--- src/rtl/tri_raster_scan.sv ---
// Triangle rasteriser: captures three vertices, scans their bounding box in raster
// order and streams one pixel per accepted cycle with an inside/outside flag.
module tri_raster_scan #(
  parameter int unsigned W            = 3,
  parameter bit          INCLUDE_EDGE = 1'b1
) (
  input  logic         clk,
  input  logic         reset_n,
  input  logic         nt,
  input  logic [W-1:0] xi,
  input  logic [W-1:0] yi,
  output logic         busy,
  output logic         ov,
  input  logic         ordy,
  output logic         po,
  output logic [W-1:0] xo,
  output logic [W-1:0] yo,
  output logic         done
);

  localparam int unsigned PW = 2 * W + 2;
  localparam int unsigned EW = 2 * W + 3;

  typedef enum logic [2:0] {
    S_IDLE  = 3'd0,
    S_GET2  = 3'd1,
    S_GET3  = 3'd2,
    S_SETUP = 3'd3,
    S_SCAN  = 3'd4
  } state_e;

  state_e       state_q;
  logic [W-1:0] x1_q, y1_q, x2_q, y2_q, x3_q, y3_q;
  logic [W-1:0] xmin_q, xmax_q, ymax_q;
  logic [W-1:0] x_q, y_q;
  logic         busy_q, ov_q, done_q;

  logic signed [EW-1:0] e12_c, e23_c, e31_c;
  logic [2:0]           pos_c, neg_c;
  logic                 inside_c;

  function automatic logic [W-1:0] min3(input logic [W-1:0] a, input logic [W-1:0] b,
                                        input logic [W-1:0] c);
    logic [W-1:0] m;
    m = (a < b) ? a : b;
    return (c < m) ? c : m;
  endfunction

  function automatic logic [W-1:0] max3(input logic [W-1:0] a, input logic [W-1:0] b,
                                        input logic [W-1:0] c);
    logic [W-1:0] m;
    m = (a > b) ? a : b;
    return (c > m) ? c : m;
  endfunction

  // E_ab(p) = (xb-xa)*(py-ya) - (yb-ya)*(px-xa); every intermediate fits without overflow
  function automatic logic signed [EW-1:0] edge_fn(
    input logic [W-1:0] ax, input logic [W-1:0] ay,
    input logic [W-1:0] bx, input logic [W-1:0] by,
    input logic [W-1:0] px, input logic [W-1:0] py);
    logic signed [PW-1:0] dx, dy, qx, qy, m1, m2;
    dx = $signed(PW'(bx)) - $signed(PW'(ax));
    dy = $signed(PW'(by)) - $signed(PW'(ay));
    qx = $signed(PW'(px)) - $signed(PW'(ax));
    qy = $signed(PW'(py)) - $signed(PW'(ay));
    m1 = dx * qy;
    m2 = dy * qx;
    return $signed({m1[PW-1], m1}) - $signed({m2[PW-1], m2});
  endfunction

  always_comb begin
    e12_c = edge_fn(x1_q, y1_q, x2_q, y2_q, x_q, y_q);
    e23_c = edge_fn(x2_q, y2_q, x3_q, y3_q, x_q, y_q);
    e31_c = edge_fn(x3_q, y3_q, x1_q, y1_q, x_q, y_q);
    neg_c = {e12_c[EW-1], e23_c[EW-1], e31_c[EW-1]};
    pos_c = {~e12_c[EW-1] & (e12_c != '0),
             ~e23_c[EW-1] & (e23_c != '0),
             ~e31_c[EW-1] & (e31_c != '0)};
    // Orientation-independent: accept either winding
    if (INCLUDE_EDGE) inside_c = (&(~neg_c)) | (&(~pos_c));
    else              inside_c = (&pos_c) | (&neg_c);
  end

  always_ff @(posedge clk or negedge reset_n) begin
    if (!reset_n) begin
      state_q <= S_IDLE;
      x1_q    <= '0;
      y1_q    <= '0;
      x2_q    <= '0;
      y2_q    <= '0;
      x3_q    <= '0;
      y3_q    <= '0;
      xmin_q  <= '0;
      xmax_q  <= '0;
      ymax_q  <= '0;
      x_q     <= '0;
      y_q     <= '0;
      busy_q  <= 1'b0;
      ov_q    <= 1'b0;
      done_q  <= 1'b0;
    end else begin
      done_q <= 1'b0;
      unique case (state_q)
        S_IDLE: begin
          if (nt) begin
            x1_q    <= xi;
            y1_q    <= yi;
            busy_q  <= 1'b1;
            state_q <= S_GET2;
          end
        end
        S_GET2: begin
          x2_q    <= xi;
          y2_q    <= yi;
          state_q <= S_GET3;
        end
        S_GET3: begin
          x3_q    <= xi;
          y3_q    <= yi;
          state_q <= S_SETUP;
        end
        S_SETUP: begin
          xmin_q  <= min3(x1_q, x2_q, x3_q);
          xmax_q  <= max3(x1_q, x2_q, x3_q);
          ymax_q  <= max3(y1_q, y2_q, y3_q);
          x_q     <= min3(x1_q, x2_q, x3_q);
          y_q     <= min3(y1_q, y2_q, y3_q);
          ov_q    <= 1'b1;
          state_q <= S_SCAN;
        end
        S_SCAN: begin
          // Increments are bounded by the box maxima, so no wrap at 2^W-1
          if (ordy) begin
            if (x_q < xmax_q) begin
              x_q <= x_q + W'(1);
            end else if (y_q < ymax_q) begin
              x_q <= xmin_q;
              y_q <= y_q + W'(1);
            end else begin
              ov_q    <= 1'b0;
              busy_q  <= 1'b0;
              done_q  <= 1'b1;
              state_q <= S_IDLE;
            end
          end
        end
        default: state_q <= S_IDLE;
      endcase
    end
  end

  assign busy = busy_q;
  assign ov   = ov_q;
  assign done = done_q;
  assign xo   = x_q;
  assign yo   = y_q;
  assign po   = ov_q & inside_c;

endmodule

--- config.mk ---
export PLATFORM = sky130hd
export DESIGN_NAME = tri_raster_scan
export DESIGN_NICKNAME = d
export VERILOG_FILES = /design/src/rtl/tri_raster_scan.sv
export SDC_FILE = /design/constraint.sdc
export NUM_CORES = 1
export LEC_CHECK = 0
export CORE_AREA = 2 2 170 156
export DETAILED_ROUTE_END_ITERATION = 16
export DIE_AREA = 0 0 172 158
export PLACE_DENSITY_LB_ADDON = 0.2
export SYNTH_ARGS = -nofsm -noshare
export SYNTH_HDL_FRONTEND = slang
export SYNTH_SLANG_ARGS = --single-unit
--- constraint.sdc ---
create_clock -name clk -period 8.1 [get_ports clk]
set_clock_uncertainty 0.05 [all_clocks]
set_input_delay 1.62 -clock clk [delete_from_list [all_inputs] [get_ports clk]]
set_output_delay 1.62 -clock clk [all_outputs]
set_load 0.1 [all_outputs]
* Word-level counts from Yosys, hierarchy flattened *
Cells that the tools add are included.

word-level totals
  register bits after elaboration = 39

cells by class
  reduce and logical (&&, ||, !) cells = 14
  muxes and demuxes = 31
  order comparisons = 10
  add/subtract/negate cells = 17
  $mul = 6
  equality and inequality tests = 10
  bitwise logic cells = 10

operators with widths
  cell                                                             count
  3-bit 2-to-1 mux                                                 18
  4-bit by 4-bit multiplier with 8-bit output                      6
  3-bit by 3-bit subtractor with 4-bit output                      12
  9-bit nonzero test                                               3
  8-bit by 8-bit subtractor with 9-bit output                      3
  3-bit < comparator                                               6
  3-bit one-hot mux with 5 select lines                            1
  3-bit greater-than comparator                                    4
  3-bit one-hot mux with 2 select lines                            2
  4-bit AND reduction                                              3
  2-bit inequality test, second input constant                     5
  3-bit AND reduction                                              3
  1-bit 2-to-1 mux                                                 8
  3-bit by 1-bit adder with 3-bit output, second input constant    2
  3-bit by 2-bit == test with 1-bit output, second input constant  2
  3-bit NOT                                                        2
  5-bit AND reduction                                              1
  1-bit AND                                                        4
  1-bit one-hot mux with 2 select lines                            2
  2-bit nonzero test                                               2
  3-bit by 1-bit == test with 1-bit output, second input constant  1
  3-bit == test, second input constant                             1
  3-bit zero test                                                  1
  3-bit inequality test, second input constant                     1
  3 further kinds                                                  5

* Depth between registers and ports, before layout *
Gate-level depths: netlist of run 1.

  word-level depth = 9
  gate-level depth with buffers = 23
  gate-level depth less buffers = 23

* Worst setup path after synthesis of run 1 *
OpenSTA, ideal clock, no wires.

  kind = register -> output
  start = register x_q[0] (netlist: xo[0])
  end = output po
  buffers on the path = 0
  required time = 6.430 ns
  stages on the path, launching flop included = 20
  slack = -0.246 ns
  arrival time = 6.676 ns
  cells stage by stage = dfrtp_1 > inv_1 > ha_1 > inv_1 > fa_1 > nand2_1 > inv_1 > fa_1 > inv_1 > fa_1 > fa_1 > fa_1 > ha_1 > ha_1 > o21ai_1 > a22oi_2 > xor2_1 > or4_1 > a22oi_1 > a31o_1

between the ends
  longest elaborated chain between the ends = 9
  elaborated cells on any way between the ends = 24
  classes of those cells = add/sub (6); mul (3); bitwise (10); reduce/logical (5)

ends and longest elaborated chain
  item                                         RTL line    RTL
  from (decl)                                  35          logic [W-1:0] x_q, y_q;
  from (signal assigned)                       126         x_q <= min3(x1_q, x2_q, x3_q);
  from (signal assigned)                       135         x_q <= x_q + W'(1);
  from (signal assigned)                       137         x_q <= xmin_q;
  3-bit by 3-bit subtractor with 4-bit output  64          qx = $signed(PW'(px)) - $signed(PW'(ax));
  4-bit by 4-bit multiplier with 8-bit output  67          m2 = dy * qx;
  8-bit by 8-bit subtractor with 9-bit output  68          return $signed({m1[PW-1], m1}) - $signed({m2[PW-1], m2});
  9-bit nonzero test (tied with other cells)   78          ~e31_c[EW-1] & (e31_c != '0)};
  1-bit AND, on equally long branches          78, 76, 77
  3-bit NOT                                    80          if (INCLUDE_EDGE) inside_c = (&(~neg_c)) | (&(~pos_c));
  3-bit AND reduction                          80
  1-bit OR (*)                                 80
  1-bit AND (*)                                157         assign po = ov_q & inside_c;
  to (decl)                                    15          output logic po,

Every way passes the cells marked *; elsewhere a longest branch is shown, timed or not.

* Worst setup path after layout of run 1 *
  start = register x1_q[0]
  end = output po

between the ends
  longest elaborated chain between the ends = 9
  elaborated cells on any way between the ends = 20
  classes of those cells = add/sub (5); mul (3); bitwise (8); reduce/logical (4)

ends and longest elaborated chain
  item                                                                   RTL line  RTL
  from (decl)                                                            33        logic [W-1:0] x1_q, y1_q, x2_q, y2_q, x3_q, y3_q;
  from (signal assigned)                                                 106       x1_q <= xi;
  3-bit by 3-bit subtractor with 4-bit output, on equally long branches  62, 64
  4-bit by 4-bit multiplier with 8-bit output, on equally long branches  66, 67
  8-bit by 8-bit subtractor with 9-bit output                            68
  9-bit nonzero test (tied with other cells)                             78
  1-bit AND, on equally long branches                                    78, 76
  3-bit NOT                                                              80
  3-bit AND reduction                                                    80
  1-bit OR (*)                                                           80
  1-bit AND (*)                                                          157

Marked as above.

==> results by group, run 1 <==
Logic synthesis
  – Mapped Nets: 1,050
  – Predominant post-synthesis flop cell: dfrtp_1
  – FFs w/ async S/R, synth: 1.00
  – EDFF count, synth: 0
  – #FFs+latches synth: 39
  – Yosys synthesis warning count: 0
  – Post-Syn Area: 0.00751 sq mm
  – Syn Area/Cell: 9.23 sq um
  – Cells after Synth: 814
  – Yosys cell types: 53
  – Seq/Total Area, Yosys: 0.130

Routing
  – Initial DRC Count: 196
  – Drt wl/cell: 14.7 microns
  – Drt drc: 0
  – Via-to-Cell Ratio: around 4.5
  – Drt total wl: roughly 18,000 microns
  – Vias after detailed routing: about 5,400
  – Pre-Repair DR Iteration Count: 4
  – Antenna-violating nets left: 0

Setup path
  – Crit path kind: flop to output pin
  – R2r worst-path depth: 12
  – CP arrival: 6220 ps
  – Worst setup EP type: output pin
  – Setup crit start kind: flop
  – Worst Path Max Fanout: 4
  – WP data required: 6430 ps

Global route
  – Met1 Use GR: 0.207
  – GR Util met2: 0.215
  – Met3 Usage GRT: 0.0135
  – Vias in the first global route: 5,306
  – GR Overflow Total: 0
  – First-pass GRT wire length: 28,900 microns
  – GRT busiest layer: met2
  – Largest net degree at the start of global routing: 40
  – GRT Total Usage: 0.136
  – Initial antenna violation count: 0

CTS
  – Root Buffer: clkbuf_16
  – CTS Sinks: 39
  – Clk Latency, worst-skew pair: 290 ps
  – Worst-case clock buffer depth: 2
  – H-tree depth: 2
  – Reg clk slew, reported paths: ~60 ps
  – Hold-fix buffers at CTS: 0
  – Total CTS buffers: 5
  – CTS tree: built

Finish
  – NumNets Final: 1,090
  – Fill count: approximately 2,700
  – Share of layout cells above drive strength 1: 0.0854
  – Most frequent cells in the layout: 149 x inv_1, 124 x ha_1, 97 x fa_1
  – Area Growth Syn to Fin: 13.1%
  – Most common cell after layout, fill and taps aside: inv_1
  – Diodes inserted: 0

Outcome
  – Status: completed

Run
  – Max_cap viols: 0

Floorplan
  – Die area: 0.0272 sq mm
  – Die W: 172 microns
  – Initial Util: 0.294
  – Core area: 0.0255 sq mm
  – Placement Rows: 56
  – Boundary pin count: 20
  – Die Y: 158 microns

Timing
  – Sum Neg Setup Slack: 0 ps
  – Fmax: 127 MHz
  – Period Utilization, post-route: 0.974
  – Setup violations, final: 0
  – Unrepaired setup endpoints after global routing: no
  – Slew HR: 0.323
  – Final Hold Fails: 0
  – Final min period: between 7000 and 8000 ps
  – Final slew viol count: 0
  – Worst Tran Pin Value: just over 1000 ps

Placement
  – Routability Congestion: just over 0.8
  – PortBufs: 19
  – Post-DP HPWL: 15,300 microns

Min path
  – Hold path cells: 2
  – Hold Crit Class: flop to flop
critical path, cell delays in order, from the launching register on:
cell	delay, ps
dfrtp_1	410
inv_1	100
ha_1	150
inv_1	60
fa_1	460
xor2_1	270
nand2_1	110
fa_1	490
inv_1	50
fa_1	500
inv_1	40
ha_1	260
inv_1	50
fa_1	560
fa_1	420
ha_1	360
xor2_1	170
or4_1	420
nor2_1	170
o2111ai_1	140
buf_4	170
a22oi_1	130
a31o_2	220
buf_12	180
Yosys cell counts (7+ instances only):
| cell type | number | area, sq um |
|---|---|---|
| fa_1 | 101 | 2020 |
| a21o_1 | 27 | 203 |
| nand2b_1 | 16 | 100 |
| xnor2_1 | 29 | 254 |
| ha_1 | 125 | 1560 |
| or2_2 | 9 | 56.3 |
| nor2b_1 | 13 | 81.3 |
| a31oi_1 | 9 | 56.3 |
| clkbuf_1 | 7 | 26.3 |
| dfrtp_1 | 39 | 976 |
| nand2_1 | 59 | 221 |
| mux2i_1 | 15 | 150 |
| nor2_1 | 60 | 225 |
| a21oi_1 | 23 | 115 |
| o21ai_0 | 36 | 180 |
| inv_1 | 154 | 578 |
| and2_1 | 14 | 87.6 |
| xor2_1 | 14 | 123 |
registers in the layout (all words and copies together), names as in the netlist:
register / cells
xmin_q: 3
x3_q: 3
busy: 1
xmax_q: 3
state_q: 3
y3_q: 3
x1_q: 3
x2_q: 3
y2_q: 3
yo: 3
ov: 1
ymax_q: 3
done: 1
xo: 3
y1_q: 3
stage by stage:
step | setup WS, ps | area, sq um | hold WS, ps | util | cells
finish | 213 | 8490 | 425 | 0.333 | 1203
CTS | 15.2 | 8360 | 434 | 0.328 | 1196
global placement | 298 | 8210 | 410 | 0.322 | 1187
global route | 1.57 | 8490 | 451 | 0.333 | 1203
floorplan | 6.80 | 7510 | 390 | - | 814
detailed placement | 241 | 8210 | 420 | 0.322 | 1187
logic make-up after synthesis:
kind of cell               Yosys count  synth area share
buffers and inverters              162            0.0811
DFF                                 39             0.130
and+or+nand+nor                    199             0.127
adders and majority gates          226             0.478
muxes                               21            0.0290
xor gates and xnor gates            43            0.0501
AOI/OAI and AO/OA                  124             0.105
path summary, 6_finish.rpt:
path / slack (ps) / startpoint / to
worst max-delay path: 210 / x1_q[0] / po
worst min-delay path: 430 / xmin_q[1] / xmin_q[1]
worst max register to register: 4960 / y2_q[0] / ymax_q[2]
worst min register to register: 430 / xmin_q[1] / xmin_q[1]
max in group asynchronous: 5920 / reset_n / yo[0]
min in group asynchronous: 1440 / reset_n / x2_q[2]
layout make-up:
type | count | area [sq um] | share of cell area
clock inverters | 1 | 5.00 | 0.000589
flip-flops and latches | 39 | 981 | 0.116
clock buffers | 7 | 133 | 0.0156
well taps | 348 | 435 | 0.0513
multi-input cells | 613 | 5990 | 0.706
inverters | 154 | 582 | 0.0685
repair buffers | 41 | 360 | 0.0424
timing repair:
action,4_1_cts,5_1_grt
setup endpoints to repair,1,1
buffers inserted,1,7
pin swaps,1,6
gates resized for setup,0,24
endpoints found under the hold margin,0,0
cloned,0,0
metal layers:
metal	vias up	part of all wire
met1	2616	0.52
met2	31	0.46
li1	2706	-
met3	6	0.014
met5	-	0
met4	0	0.0033
Power of run 1 is not shown: default switching activity piles up to over one toggle a cycle in this logic, so the estimate is an artifact.
==> run 2: changes to the inputs <==
CORE_AREA = 2 2 127 116   (was 2 2 170 156)
DIE_AREA = 0 0 129 118   (was 0 0 172 158)
==> run 2 against run 1 <==
  * Critical path depth fell by 2
  * Final area is 1.6% lower
  * Wire length decreased by 4.7%
  * Register-to-register slack got worse by 200 ps
  * Setup slack better by 22 ps
  * Fmax grew 0.29%
==> results by group, run 2 (same netlist as run 1, synthesis figures left out) <==
Outcome
  – Status: completed

CTS
  – CTS tree: built
  – H-tree depth: 2 (unchanged)
  – Reg clk slew, reported paths: 60 ps (about the same)
  – CTS Sinks: 39 (unchanged)
  – Clk Latency, worst-skew pair: 290 ps (about the same)
  – Worst-case clock buffer depth: 2 (unchanged)
  – Total CTS buffers: 5 (unchanged)
  – Hold-fix buffers at CTS: 0 (unchanged)
  – Root Buffer: clkbuf_16

Setup path
  – CP arrival: 6190 ps (-30 ps)
  – Worst setup EP type: output pin
  – Crit path kind: flop to output pin
  – Worst path max stage delay: 600 ps (+40 ps)
  – Slowest CP cell: fa_2
  – WP data required: 6430 ps (about the same)
  – Setup crit start kind: flop
  – Worst Path Max Fanout: 6 (+2)
  – CP Buf/Inv Count: 7 (unchanged)
  – Top delay family on crit path: adder cells
  – Most frequent CP cell: inv_1
  – Critical path, cell by cell: inv_2 -> ha_1 -> inv_1 -> fa_1 -> nand2_1 -> fa_2 -> inv_1 -> fa_1 -> inv_1 -> fa_1 -> inv_1 -> fa_1 -> ha_1 -> ha_1 -> inv_1 -> a21boi_0 -> mux2i_1 -> or4_1 -> a22oi_1 -> a31o_4 -> buf_12

Placement
  – Worst slack at placement: 144 ps (-96.8 ps)
  – Post-DP HPWL: 14,300 microns (-6.6%)
  – Dpl cell area: 0.00798 sq mm (-2.9%)
  – Number of cells after detailed placement: 1,026 (-14%)
  – Routability Congestion: 0.895 (+8.5%)
  – PortBufs: 19 (unchanged)

Routing
  – Drt drc: 0 (unchanged)
  – Via-to-Cell Ratio: 5.34 (+20%)
  – Drt wl/cell: 16.1 microns (+9.6%)
  – Vias after detailed routing: 5,587 (+4.3%)
  – Pre-Repair DR Iteration Count: 5 (+1)
  – Initial DRC Count: 267 (+36%)
  – Drt total wl: 16,900 microns (-4.7%)
  – Antenna-violating nets left: 0 (unchanged)

Global route
  – Met1 Use GR: 0.317 (+0.110)
  – Vias in the first global route: 5,898 (+11%)
  – GR Overflow Total: 0 (unchanged)
  – GR Util met2: 0.391 (+0.176)
  – Initial antenna violation count: 0 (unchanged)
  – First-pass GRT wire length: 28,200 microns (-2.4%)
  – GRT Total Usage: 0.229 (+0.0932)
  – GRT busiest layer: met2
  – Met3 Usage GRT: 0.0245 (+0.0110)
  – Largest net degree at the start of global routing: 40 (unchanged)

Finish
  – Area Growth Syn to Fin: 11.3%
  – Most common cell after layout, fill and taps aside: inv_1
  – Share of layout cells above drive strength 1: 0.0961 (+0.0108)
  – Most frequent cells in the layout: 143 x inv_1, 123 x ha_1, 97 x fa_1
  – Design area: 0.00836 sq mm (-1.6%)
  – Final cell count without fillers: 1,046 (-13%)
  – Fill count: 1,191 (-56%)
  – Diodes inserted: 0 (unchanged)
  – NumNets Final: 1,088 (-0.18%)

Floorplan
  – Die area: 0.0152 sq mm (-44%)
  – Die W: 129 microns (-25%)
  – Placement Rows: 41 (-27%)
  – Initial Util: 0.540 (+0.246)
  – Die Y: 118 microns (-25%)
  – Boundary pin count: 20 (unchanged)
  – Core area: 0.0139 sq mm (-45%)

Timing
  – PnR worst setup slack: 235 ps (+22.5 ps)
  – Period Utilization, post-route: 0.971 (-0.00277)
  – Final min period: 7860 ps (-22.5 ps)
  – Slew HR: 0.347 (+0.0238)
  – Fmax: 127 MHz (+0.29%)
  – Final Hold Fails: 0 (unchanged)
  – Hold slack final: 428 ps (+2.97 ps)
  – Setup violations, final: 0 (unchanged)
  – Final slew viol count: 0 (unchanged)
  – Worst Tran Pin Value: 976 ps (-35.6 ps)

Min path
  – Hold Crit Class: flop to flop

Run
  – Max_cap viols: 0 (unchanged)
## run 2: changes by cell type in the layout (fill, tap and decap cells not counted), sizes merged
cell / delta
buf: -2
clkinvlp: +1
inv: -1
clkinv: -1
clkbuf: -1
bufinv: +2
## run 2: path summary, 6_finish.rpt
check	from	endpoint	slack (ps)	cells after the start
max in group asynchronous	reset_n	x2_q[0]	5970	1
worst max-delay path	yo[0]	po	240	21
worst min register to register	xmin_q[2]	xmin_q[2]	430	2
worst min-delay path	xmin_q[2]	xmin_q[2]	430	2
min in group asynchronous	reset_n	xmax_q[0]	1410	1
worst max register to register	y2_q[0]	yo[1]	4760	13
## run 2: repair_timing
action	in CTS	in global routing
resized for setup	4	31
buffers inserted	1	11
pin swaps	1	11
setup endpoints to repair	1	1
## run 2: through the flow
| stage | setup TNS, ps | util |
|---|---|---|
| 6_report | 0 | 0.601 |
| 3_3_place_gp | 0 | 0.574 |
| 5_1_grt | -10.0 | 0.601 |
| 3_5_place_dp | 0 | 0.574 |
| 2_1_floorplan | 0 | - |
| 4_1_cts | 0 | 0.589 |
## run 2: worst min-delay path, cell delays in order, from the launching register on
cell and delay, ps:
dfrtp_1 340, nand2_1 40, o21ai_0 60
## run 2: layout make-up
cell class / count / area, sq um / area share
Clock buffer: 6 / 129 / 0.0154
Clock inverter: 2 / 60.1 / 0.00719
Inverter: 154 / 586 / 0.0701
Multi-Input combinational cell: 613 / 6010 / 0.720
Sequential cell: 39 / 982 / 0.118
Tap cell: 193 / 241 / 0.0289
Timing Repair Buffer: 39 / 345 / 0.0413
## run 2: metal layers
layer | share of wire | wire (microns)
met4 | 0.014 | 239
met5 | 0 | 0
met2 | 0.48 | 8100
met3 | 0.029 | 490
met1 | 0.48 | 8030
Power of run 2 is left out for the same reason.
